`src/rtl/rformat_pkg.sv`:
```
// Shared constants for the R-format execute controller: opcode/funct codes,
// ALU control encodings, the instruction field layout and the FSM state encoding.
package rformat_pkg;

  localparam logic [5:0] OPCODE_RTYPE = 6'h00;

  localparam logic [5:0] FUNCT_ADD = 6'h20;
  localparam logic [5:0] FUNCT_SUB = 6'h22;
  localparam logic [5:0] FUNCT_AND = 6'h24;
  localparam logic [5:0] FUNCT_OR  = 6'h25;
  localparam logic [5:0] FUNCT_NOR = 6'h27;
  localparam logic [5:0] FUNCT_SLT = 6'h2A;

  localparam logic [3:0] ALU_ADD = 4'b0010;
  localparam logic [3:0] ALU_SUB = 4'b0110;
  localparam logic [3:0] ALU_AND = 4'b0000;
  localparam logic [3:0] ALU_OR  = 4'b0001;
  localparam logic [3:0] ALU_NOR = 4'b1100;
  localparam logic [3:0] ALU_SLT = 4'b0111;

  typedef struct packed {
    logic [5:0] opcode;
    logic [4:0] rs;
    logic [4:0] rt;
    logic [4:0] rd;
    logic [4:0] shamt;
    logic [5:0] funct;
  } rinstr_t;

  localparam logic [2:0] ST_IDLE    = 3'd0;
  localparam logic [2:0] ST_DECODE  = 3'd1;
  localparam logic [2:0] ST_READ    = 3'd2;
  localparam logic [2:0] ST_EXEC    = 3'd3;
  localparam logic [2:0] ST_WRITE   = 3'd4;
  localparam logic [2:0] ST_ILLEGAL = 3'd5;

endpackage

```
`src/rtl/rformat_funct_decoder.sv`:
```
// Combinational {opcode, funct} -> {ALU operation, legal} decode for R-format instructions.
module rformat_funct_decoder
  import rformat_pkg::*;
(
  input  logic [5:0] i_opcode,
  input  logic [5:0] i_funct,
  output logic [3:0] o_alu_operation,
  output logic       o_legal
);

  always_comb begin
    // NOTE: every output gets a default before the case so no path leaves it unassigned (no latch).
    o_alu_operation = 4'b0000;
    o_legal         = 1'b1;
    unique case (i_funct)
      FUNCT_ADD: o_alu_operation = ALU_ADD;
      FUNCT_SUB: o_alu_operation = ALU_SUB;
      FUNCT_AND: o_alu_operation = ALU_AND;
      FUNCT_OR:  o_alu_operation = ALU_OR;
      FUNCT_NOR: o_alu_operation = ALU_NOR;
      FUNCT_SLT: o_alu_operation = ALU_SLT;
      default:   o_legal         = 1'b0;
    endcase
    if (i_opcode != OPCODE_RTYPE) begin
      o_legal         = 1'b0;
      o_alu_operation = 4'b0000;
    end
  end

endmodule

```
`src/rtl/rformat_exec_controller.sv`:
```
// Multi-cycle R-format sequencer: IDLE -> DECODE -> READ -> EXEC(xALU_LATENCY) -> WRITE.
// Define RFX_PERF_CNT_EN to add the retired_count / illegal_count performance counters.
module rformat_exec_controller
  import rformat_pkg::*;
#(
  parameter int unsigned ALU_LATENCY = 1,
  parameter int unsigned ADDR_W      = 5
) (
  input  logic              clk,
  input  logic              reset_input,
  input  logic              instr_valid,
  output logic              instr_ready,
  input  logic [31:0]       instr,
  input  logic              abort,
  output logic [ADDR_W-1:0] rs_address,
  output logic [ADDR_W-1:0] rt_address,
  output logic [ADDR_W-1:0] rd_address,
  output logic              operand_latch,
  output logic [3:0]        ALU_operation,
  output logic              write_enabled,
  output logic              done,
  output logic              illegal_instr
`ifdef RFX_PERF_CNT_EN
  ,
  output logic [31:0]       retired_count,
  output logic [15:0]       illegal_count
`endif
);

  localparam logic [3:0] EXEC_LOAD = 4'(ALU_LATENCY - 1);

  logic [2:0] r_state;
  logic [2:0] w_next_state;
  rinstr_t    r_instr;
  logic [3:0] r_exec_cnt;
  logic [3:0] w_alu_op;
  logic       w_legal;
  logic       w_accept;
  logic       w_busy;
  logic       w_unused_shamt;

  rformat_funct_decoder u_decoder (
    .i_opcode        (r_instr.opcode),
    .i_funct         (r_instr.funct),
    .o_alu_operation (w_alu_op),
    .o_legal         (w_legal)
  );

  // abort in IDLE blocks an offered instruction in the same cycle.
  assign w_accept       = instr_valid && (r_state == ST_IDLE) && !abort;
  assign w_busy         = (r_state != ST_IDLE);
  assign w_unused_shamt = ^r_instr.shamt;

  always_comb begin
    w_next_state = r_state;
    case (r_state)
      ST_IDLE:    if (w_accept) w_next_state = ST_DECODE;
      ST_DECODE:  w_next_state = abort ? ST_IDLE : (w_legal ? ST_READ : ST_ILLEGAL);
      ST_READ:    w_next_state = abort ? ST_IDLE : ST_EXEC;
      ST_EXEC:    if (abort) w_next_state = ST_IDLE;
                  else if (r_exec_cnt == 4'd0) w_next_state = ST_WRITE;
      ST_WRITE:   w_next_state = ST_IDLE;
      ST_ILLEGAL: w_next_state = ST_IDLE;
      default:    w_next_state = ST_IDLE;
    endcase
  end

  // NOTE: sequential state uses non-blocking assignments so every register samples pre-edge values.
  always_ff @(posedge clk or posedge reset_input) begin
    if (reset_input) begin
      r_state    <= ST_IDLE;
      r_instr    <= '0;
      r_exec_cnt <= 4'd0;
    end else begin
      r_state <= w_next_state;
      if (w_accept) r_instr <= rinstr_t'(instr);
      if (r_state == ST_READ) r_exec_cnt <= EXEC_LOAD;
      else if (r_state == ST_EXEC && r_exec_cnt != 4'd0) r_exec_cnt <= r_exec_cnt - 4'd1;
    end
  end

  assign instr_ready   = (r_state == ST_IDLE);
  assign rs_address    = w_busy ? ADDR_W'(r_instr.rs) : '0;
  assign rt_address    = w_busy ? ADDR_W'(r_instr.rt) : '0;
  assign rd_address    = w_busy ? ADDR_W'(r_instr.rd) : '0;
  assign ALU_operation = w_busy ? w_alu_op : 4'b0000;
  assign operand_latch = (r_state == ST_READ);
  assign done          = (r_state == ST_WRITE);
  assign write_enabled = (r_state == ST_WRITE) && (r_instr.rd != 5'd0);
  assign illegal_instr = (r_state == ST_ILLEGAL) && !abort;

`ifdef RFX_PERF_CNT_EN
  logic [31:0] r_retired_count;
  logic [15:0] r_illegal_count;

  always_ff @(posedge clk or posedge reset_input) begin
    if (reset_input) begin
      r_retired_count <= '0;
      r_illegal_count <= '0;
    end else begin
      if (done) r_retired_count <= r_retired_count + 32'd1;
      if (illegal_instr && r_illegal_count != 16'hFFFF) r_illegal_count <= r_illegal_count + 16'd1;
    end
  end

  assign retired_count = r_retired_count;
  assign illegal_count = r_illegal_count;
`endif

endmodule
```
`config.mk`:
```
export PLATFORM = sky130hd
export DESIGN_NAME = rformat_exec_controller
export DESIGN_NICKNAME = d
export VERILOG_FILES = /design/src/rtl/rformat_pkg.sv /design/src/rtl/rformat_funct_decoder.sv /design/src/rtl/rformat_exec_controller.sv
export SDC_FILE = /design/constraint.sdc
export NUM_CORES = 1
export LEC_CHECK = 0
export CAP_MARGIN = 20
export CORE_ASPECT_RATIO = 1.25
export CORE_MARGIN = 2
export CORE_UTILIZATION = 42
export CTS_BUF_LIST = sky130_fd_sc_hd__clkbuf_4 sky130_fd_sc_hd__clkbuf_8
export CTS_CLUSTER_DIAMETER = 150
export DETAILED_ROUTE_END_ITERATION = 8
export PLACE_DENSITY = 0.74
export SLEW_MARGIN = 10
export SYNTH_ARGS = -nofsm -noshare
export SYNTH_HDL_FRONTEND = slang
export SYNTH_HIERARCHICAL = 1
export SYNTH_SLANG_ARGS = --single-unit
```
`constraint.sdc`:
```
create_clock -name clk -period 3.3 [get_ports clk]
set_input_delay 0.66 -clock clk [delete_from_list [all_inputs] [get_ports clk]]
set_output_delay 0.66 -clock clk [all_outputs]
set_load 0.01 [all_outputs]
```
==> flow_summary.yaml <==
status:
  status: "finished clean"
place:
  place_congestion: 0.822
  numPortBuffers: 54
  dpl.hpwl_um: 2790
  numPlacedInstances: 251
  placed_area_um2: 2410
layout:
  drive_above_1_share_pct: 23.2
  fin_area_um2: 2500
  areaGrowthSynthToFinish_pct: 37.6
  fin_nets: 240
  antennaDiodeCount: 0
  layoutNonFillerInstCount: 259
  n_fill_cell: 364
global_route:
  grt_usage_pct: 16.9
  grt_antenna_before_repair: 0
  grt_pass1_vias: 1345
  grt_max_degree: 35
  gr-total-overflow: 0
  grt_pass1_wl_um: 6290
timing:
  skew_ps: 6.07
  fin_crit_sh_pct: 83.2
  setup_viol: 0
  fin_tns_setup_ps: 0
  tightest_slew_ps: 506
  fmax_mhz: 364
  timing.final.crit_period_ps: 2750
  max_slew_margin_pct: 66.3
  rsz0062_at_grt: "false"
  hold_viol_final: 0
  maxSlewViolCount: 0
drt:
  totalWireLength_um: 3780
  remaining_drc_errors: 0
  avgViaCountPerCell: 4.97
  wl_per_cell_um: 14.6
  drt-initial-drc-count: 67
  via_count: 1286
  antenna_left: 0
  drt_first_pass_iters: 4
power:
  leakagePower_nw: 1.06
  combinationalPowerShare_pct: 27.4
  intPower_mw: 0.908
  p_switching_mw: 0.333
  clkPwrFrac_pct: 26.0
  p_total_mw: 1.24
  vdd_drop_max_mv: 0.330
  power_density_nw_per_um2: 496
  swShare_pct: 26.8
  p_seq_share_pct: 46.5
die:
  dieWidth_um: 62.8
  initial_core_util_pct: 44.0
  die_y_um: 77.6
  row_count: 26
  die_area_um2: 4870
  core_area_um2: 4130
  io_pins: 60
run:
  maxCapViolCount: 0
logic_synthesis:
  synthFlopType: "dfrtp_1"
  avgSynthCellArea_um2: 12.5
  yosys_warnings: 6
  synthCells: 145
  synth_cell_types: 40
  syn_nets: 183
  seq_area_frac_synth_pct: 46.8
  synth-seq-cells: 34
  synthArstFlopShare_pct: 100
  syn-cell-area_um2: 1820
  synth_edf_count: 0
clock_network:
  path_clk_slew_ps: 60
  cts_setup_buffers: 0
  hold_buffers: 0
  htreeDepth: 2
  clkLatencyLatePin_ps: 290
  clock-sinks: 34
  ctsResizeCount: 0
  cts_inserted_buffers: 5
  ctsLongestPathBuffers: 2
  cts_tree: "done"
  cts-root-buf: "clkbuf_8"
setup_path:
  critPathRequiredTime_ps: 2640
  max_stage_delay_ps: 590
  worst_setup_path_start_kind: "primary input"
  critPathLaunch: "abort"
  cp_cell_sequence: "clkdlybuf4s50_1 > nor4bb_1 > clkdlybuf4s50_1"
  cp-end-kind: "output pin"
  critPathMaxFanout: 3
  timing.rr.start: "r_state[0]"
  path_class: "in2out"
  arrival_ps: 2090
  path_common_cell: "clkdlybuf4s50_1"
  cp_slowest_cell: "clkdlybuf4s50_1"
worst_hold_path:
  hold_path_class: "reg2reg"
  hp-start: "r_instr[19]"
[layout by cell type, fill, tap and decap left out, drive strengths merged, types with 2 or more instances in the layout]
cell           netlist  routed
nor2b               21      21
nand3b               2       2
o31ai                2       2
nor4                 3       3
o21a                 2       2
ha                   2       2
inv                  4       4
clkdlybuf4s50        0      54
o21ai                3       3
nor2                 7       7
mux2                28      28
nand3                4       4
nor3                 2       2
nand2b               3       3
nor4b                2       2
dfrtp               34      34
nand2                5       5
a21oi                4       4
buf                  4       2
clkbuf               2       7
[critical path: cells and delay by family]
family | cells | cell delay (ps)
buf+inv | 2 | 1080
simple gates | 1 | 350
[path summary, 6_finish.rpt]
path | endpoint | cells after the start | slack, ps
worst min-delay path | r_instr[19] | 1 | 510
min in group asynchronous | r_instr[16] | 3 | 770
worst min register to register | r_instr[19] | 1 | 510
worst max-delay path | illegal_instr | 3 | 550
max in group asynchronous | r_instr[11] | 3 | 2230
worst max register to register | r_instr[23] | 3 | 1550
[synth_stat cells (3+ instances only)]
master,n,area [um2]
a21oi_1,4,20.0
dfrtp_1,34,851
inv_1,4,15.0
mux2_2,8,90.1
mux2_4,20,300
nand2_1,4,15.0
nand2b_1,3,18.8
nand3_1,3,15.0
nor2_1,5,18.8
nor2b_1,21,131
o21ai_0,3,15.0
[state kept, by name (all words and copies together), names as in the netlist]
register,count
r_instr,27
r_exec_cnt,4
r_state,3
[metrics by stage]
step | worst slack (ps) | hold slack, ps | util, %
after floorplan | 1440 | 473 | -
after global placement | 645 | 489 | 58.2
after detailed placement | 539 | 485 | 58.2
after CTS | 539 | 513 | 60.5
after global routing | 449 | 524 | 60.5
final | 553 | 511 | 60.5
[power by group through the flow]
stage,logic (mW),registers (mW),clock network (mW)
2_1_floorplan,0.223,0.559,0
3_3_place_gp,0.335,0.575,0
6_report,0.340,0.577,0.323
4_1_cts,0.347,0.577,0.335
3_5_place_dp,0.346,0.581,0
5_1_grt,0.366,0.589,0.355
[cells by family (layout without fill, tap and decap cells)]
logic type	Yosys count	after routing	synth area share, %
and+or+nand+nor	54	54	20.8
muxes	29	29	22.0
AOI/OAI and AO/OA	16	16	5.85
adders and majority gates	2	2	1.38
DFF	34	34	46.8
buffers and inverters	10	68	3.17
[layer usage]
metal  track usage [%]  wire, um  up-vias
met5                 0         0        -
met2              28.4      1960       35
li1                  -         -      622
met3              5.36       172        7
met1              19.5      1580      622
met4              7.78        63        0
[final cells by class]
| class | count | area (um2) | area share [%] |
|---|---|---|---|
| clock buffer | 7 | 90.1 | 3.60 |
| clock inverter | 1 | 5.00 | 0.200 |
| inverter | 4 | 15.0 | 0.600 |
| multi-input combinational | 101 | 915 | 36.6 |
| sequential | 34 | 851 | 34.0 |
| tap | 56 | 70.1 | 2.80 |
| timing repair buffer | 56 | 556 | 22.2 |
Power figures use the tool's default switching activity.
==> edit 1: new RTL, same settings <==
The parameter `ADDR_W` goes from 5 to 6.
--- a/src/rtl/rformat_exec_controller.sv
+++ b/src/rtl/rformat_exec_controller.sv
@@ -4,7 +4,7 @@
   import rformat_pkg::*;
 #(
   parameter int unsigned ALU_LATENCY = 1,
-  parameter int unsigned ADDR_W      = 5
+  parameter int unsigned ADDR_W      = 6
 ) (
   input  logic              clk,
   input  logic              reset_input,
Ports: changed (resized rd_address, rs_address and rt_address); port bits go from 60 to 63. No check against the original RTL was run, so the function may have changed too.
==> edit 1 against the unedited design <==
- setup slack gained 0.0041 ns
- sequential cell count is the same
- utilization fell by 0.20 points
- total power about the same
- synthesized area increased by 1.4%
- non-clock buffer count is the same
- via count rose by 2.3%
- cell area is 0.45% higher
- wire length is essentially flat
- count of clock-buffer cells in the layout shrank 1
- hold slack better by 0.0063 ns
- critical endpoint is now ALU_operation[1]
- largest power group unchanged
==> edit 1: results (changes against the unedited design) <==
Synthesis
  • Synth top area cells: dfrtp_1 (46%), mux2_4 (16%), nor2b_1 (7.1%), mux2_2 (4.9%), buf_4 (1.6%)
  • Seq/Total Area, Yosys: 46.1% (-0.67 points)
  • Synth cell count leaders: dfrtp_1 (34), nor2b_1 (21), mux2_4 (20), mux2_2 (8), nor2_1 (5)
  • Most frequent cell after synthesis: dfrtp_1
  • Post-synth ARST share: 100% (unchanged)
  • Synth unique cells: 41 (+2.5%)
  • Ys Warns: 6 (unchanged)

Cells and area
  • # fillers: 379 (+4.1%)
  • Share of post-route cells with drive strength above 1: 22.8% (-0.34 points)
  • Diode count: 0 (unchanged)
  • # nets final: 243 (+1.3%)

Setup path
  • RR Endpoint: r_instr[11]
  • Slowest cell on crit path: clkdlybuf4s50_1
  • Crit path launch: r_instr[29]
  • R2R Path Start: r_state[0]
  • Crit path max-delay family: simple AND/OR/NAND/NOR gates
  • R2r worst-path depth: 3 (unchanged)
  • Worst Setup EP: ALU_operation[1]
  • Largest stage delay on the critical path: 0.54 ns (-0.05 ns)
  • R2r setup slk: 1.53 ns (-0.02 ns)
  • CP max FO: 3 (unchanged)
  • CP arrival: 2.08 ns

Run
  • Max cap viols: 0 (unchanged)

Clock tree
  • Number of H-tree levels: 2 (unchanged)
  • Post-CTS setup buffer count: 0 (unchanged)
  • PostCTS Resize Cnt: 0 (unchanged)
  • Worst-Skew Late Latency: 0.29 ns (about the same)
  • Clk pin slew, worst setup/hold paths: 0.07 ns
  • CTS Buf Count: 5 (unchanged)

Detailed routing
  • WL/cell: 14.4 um (-1.2%)
  • DR iter-0 viols: 51 (-24%)
  • Vias per cell: 5.02 (+1.1%)
  • ANT nets after route: 0 (unchanged)
  • 1st-pass router iterations: 4 (unchanged)

Placed design
  • Final Wtd Congestion: 0.772 (-6.1%)
  • PortBufs: 54 (unchanged)
  • DP HPWL: 2830 um (+1.4%)

STA
  • Max Slew Vio Count: 0 (unchanged)
  • Setup Skew: 0.00839 ns (+0.00232 ns)
  • Slew @ Worst Pin: 0.679 ns (+0.173 ns)

Pwr
  • Comb group: 343 uW
  • Flop pwr share: 46.5% (about the same)
  • Pint: 899 uW (-1.0%)
  • P_leak: 1.07 nW (+0.50%)
  • VDD IR max: 334 uV (+1.3%)

GRT
  • Met1 Resource Use GR: 17.5% (-2.0 points)
  • Largest net degree at the start of global routing: 28 (-20%)
  • GR Overflow Total: 0 (unchanged)
  • First-pass GRT wire length: 6300 um (+0.11%)
  • Initial antenna violation count: 0 (unchanged)
  • Met3 GRT Util: 6.16% (+0.80 points)
  • Vias in the first global route: 1411 (+4.9%)
  • Total GRT Usage: 16.2% (-0.68 points)
  • Met2 usage: 29.0% (+0.66 points)

Run status
  • Outcome: finished clean
[edit 1: cell count changes in the layout (fill, tap and decap cells not counted), sizes merged]
cell      before  now
clkbuf         7    6
clkinvlp       0    1
conb           0    3
[edit 1: area by class of cell]
cell class | count | area, um2 | share of cell area [%]
Clock inverter | 2 | 12.5 | 0.498
Sequential cell | 34 | 851 | 33.9
Multi-Input combinational cell | 104 | 926 | 36.9
Tap cell | 56 | 70.1 | 2.79
Inverter | 4 | 15.0 | 0.598
Timing Repair Buffer | 56 | 556 | 22.1
Clock buffer | 6 | 82.6 | 3.29
[edit 1: how the worst min path moves through the flow]
stage	depth (start not counted)	endpoint	slack (ns)	from
CTS	1	r_instr[18]	0.51	r_instr[18]
global placement	1	r_instr[19]	0.49	r_instr[19]
global route	1	r_instr[17]	0.54	r_instr[17]
finish	1	r_instr[18]	0.52	r_instr[18]
floorplan	1	r_instr[16]	0.47	r_instr[16]
detailed placement	1	r_instr[22]	0.49	r_instr[22]
[edit 1: logic make-up (layout without fill, tap and decap cells)]
group | after synthesis | count (layout) | synth area share (%)
simple gates | 54 | 54 | 20.5
mux | 29 | 29 | 21.7
other cells | 1 | 3 | 0.203
fa+ha+maj | 2 | 2 | 1.36
flops | 34 | 34 | 46.1
buf+inv | 13 | 68 | 4.34
compound gates | 16 | 16 | 5.77
[edit 1: metrics by stage]
stage                     power, mW  cells  instance area, um2  setup slack [ns]
after floorplan               0.786    151                1850              1.44
final                          1.24    262                2510             0.558
after detailed placement      0.929    254                2420             0.634
after CTS                      1.26    262                2510             0.555
after global routing           1.31    262                2510             0.473
after global placement        0.910    254                2420             0.629
[edit 1: metal layers]
metal / vias up / share of wire, %
met3: 6 / 6.8
met2: 40 / 52
met4: 0 / 1.2
met1: 646 / 40
li1: 623 / -
met5: - / 0
==> edit 2: new RTL, config.mk and constraints unchanged <==
Without the edit above. Put a register stage on the output `write_enabled`, with the module's reset. The value now appears one clock later. The other outputs are not delayed to match.
--- a/src/rtl/rformat_exec_controller.sv
+++ b/src/rtl/rformat_exec_controller.sv
@@ -86,7 +86,13 @@
   assign ALU_operation = w_busy ? w_alu_op : 4'b0000;
   assign operand_latch = (r_state == ST_READ);
   assign done          = (r_state == ST_WRITE);
-  assign write_enabled = (r_state == ST_WRITE) && (r_instr.rd != 5'd0);
+  always_ff @(posedge clk or posedge reset_input) begin
+    if (reset_input) begin
+      write_enabled <= '0;
+    end else begin
+      write_enabled <= (r_state == ST_WRITE) && (r_instr.rd != 5'd0);
+    end
+  end
   assign illegal_instr = (r_state == ST_ILLEGAL) && !abort;
 
 `ifdef RFX_PERF_CNT_EN
Formal check against the unedited RTL: not equivalent (Yosys sat finds a counterexample within 10 cycles, from zero or initial values and one cycle with reset_input high).
==> edit 2 against the unedited design <==
- first-iteration DRC count is 28% lower
- setup slack worse by 0.0065 ns
- largest cell class unchanged
- final cell count is 0.39% higher
- highest routed layer unchanged
- synthesized area is 1.4% higher
- sequential cell count is 1 higher
- wire length is 1.8% higher
- total power hardly changed
- cell area is 0.75% higher
==> edit 2: results (changes against the unedited design) <==
Run status
  • Outcome: finished clean

STA
  • Final Hold Slack: 0.506 ns (-0.00514 ns)
  • Max Slew Vio Count: 0 (unchanged)
  • Slew @ Worst Pin: 0.508 ns (+0.00163 ns)
  • Period utilisation layout: 83.4% (+0.20 points)
  • Setup Skew: 0.00427 ns (-0.00179 ns)

Placed design
  • Final Wtd Congestion: 0.836 (+1.7%)
  • DP HPWL: 2780 um (-0.24%)
  • PortBufs: 54 (unchanged)
  • Dpl ws: 0.625 ns (+0.0859 ns)

Synthesis
  • Seq/Total Area, Yosys: 47.5% (+0.72 points)
  • Syn Nets: 184 (+0.55%)
  • Synth top area cells: dfrtp_1 (48%), mux2_4 (16%), nor2b_1 (7.1%), mux2_2 (4.9%), ha_1 (1.4%)
  • Synth unique cells: 40 (unchanged)
  • Synth Flop Type: dfrtp_1
  • Post-synth ARST share: 100% (unchanged)
  • Ys Warns: 6 (unchanged)
  • Synth cell count leaders: dfrtp_1 (35), nor2b_1 (21), mux2_4 (20), mux2_2 (8), nor2_1 (5)

Setup path
  • Slowest cell on crit path: clkdlybuf4s50_1
  • Crit path max-delay family: simple AND/OR/NAND/NOR gates
  • CP arrival: 2.09 ns (about the same)
  • CP max FO: 3 (unchanged)
  • R2r setup slk: 1.53 ns (-0.02 ns)
  • Largest stage delay on the critical path: 0.54 ns (-0.05 ns)

Clock tree
  • Clk root buf: clkbuf_8
  • Worst-Skew Late Latency: 0.28 ns
  • Max Root-Sink Buffers: 2 (unchanged)
  • CTS Buf Count: 5 (unchanged)
  • Post-CTS setup buffer count: 0 (unchanged)
  • Clock sink count: 35 (+2.9%)
  • Clk pin slew, worst setup/hold paths: 0.07 ns
  • Number of H-tree levels: 2 (unchanged)
  • PostCTS Resize Cnt: 0 (unchanged)

GRT
  • Initial antenna violation count: 0 (unchanged)
  • First-pass GRT wire length: 6360 um (+1.1%)
  • Total GRT Usage: 16.6% (-0.26 points)
  • Vias in the first global route: 1376 (+2.3%)
  • Largest net degree at the start of global routing: 36 (+2.9%)

Detailed routing
  • DR iter-0 viols: 48 (-28%)
  • Vias per cell: 4.98 (+0.31%)
  • Wirelength, routed: 3850 um (+1.8%)
  • 1st-pass router iterations: 4 (unchanged)

Min path
  • Min-Delay Path Class: flip-flop to flip-flop

Cells and area
  • Diode count: 0 (unchanged)
  • Largest regs: r_instr: 27 flops, r_exec_cnt: 4 flops, r_state: 3 flops
  • Share of post-route cells with drive strength above 1: 23.0% (-0.11 points)
  • # nets final: 241 (+0.42%)
  • # fillers: 388 (+6.6%)

Pwr
  • P_leak: 1.07 nW (+1.0%)
  • Sw frac: 26.7% (-0.12 points)
  • VDD IR max: 292 uV (-11%)
edit 2: layer usage:
layer  routed length [um]  global-route usage [%]
met3                  211                    5.44
met4                   44                    5.43
met2                 1880                    28.5
met1                 1710                    19.6
met5                    0                       0
edit 2: worst reg2reg max path, delay by kind of cell (launching register included):
kind | cells | cell delay [ns]
mux | 1 | 0.45
flops | 1 | 0.53
simple gates | 2 | 0.67
edit 2: logic make-up after synthesis:
group / Yosys count / share of synthesized area [%]
fa+ha+maj: 2 / 1.36
buf+inv: 10 / 3.12
flops: 35 / 47.5
simple gates: 54 / 20.5
compound gates: 16 / 5.77
mux: 29 / 21.7
edit 2: power by group through the flow:
stage / sequential [mW] / clock (mW) / combinational (mW)
after floorplan: 0.573 / 0 / 0.223
after global placement: 0.590 / 0 / 0.336
after detailed placement: 0.596 / 0 / 0.344
after CTS: 0.591 / 0.318 / 0.345
after global routing: 0.603 / 0.335 / 0.365
final: 0.590 / 0.310 / 0.341
edit 2: layout make-up:
class | count | area [um2] | share of cell area [%]
multi-input combinational | 101 | 915 | 36.3
sequential | 35 | 876 | 34.8
tap | 56 | 70.1 | 2.78
inverter | 4 | 15.0 | 0.596
clock buffer | 7 | 83.8 | 3.33
timing repair buffer | 56 | 556 | 22.0
clock inverter | 1 | 5.00 | 0.199
edit 2: final timing paths:
check,endpoint,start,cells after the start
max in group asynchronous,r_instr[3],reset_input,3
hold / removal,r_instr[24],r_instr[24],1
hold reg to reg,r_instr[24],r_instr[24],1
min in group asynchronous,r_instr[18],reset_input,3
setup reg to reg,r_instr[20],r_state[0],3
setup / recovery,ALU_operation[1],r_instr[4],5
edit 2: stage by stage:
step | instances | area (um2)
2_1_floorplan | 146 | 1840
3_3_place_gp | 252 | 2430
3_5_place_dp | 252 | 2430
4_1_cts | 260 | 2520
5_1_grt | 260 | 2520
6_report | 260 | 2520
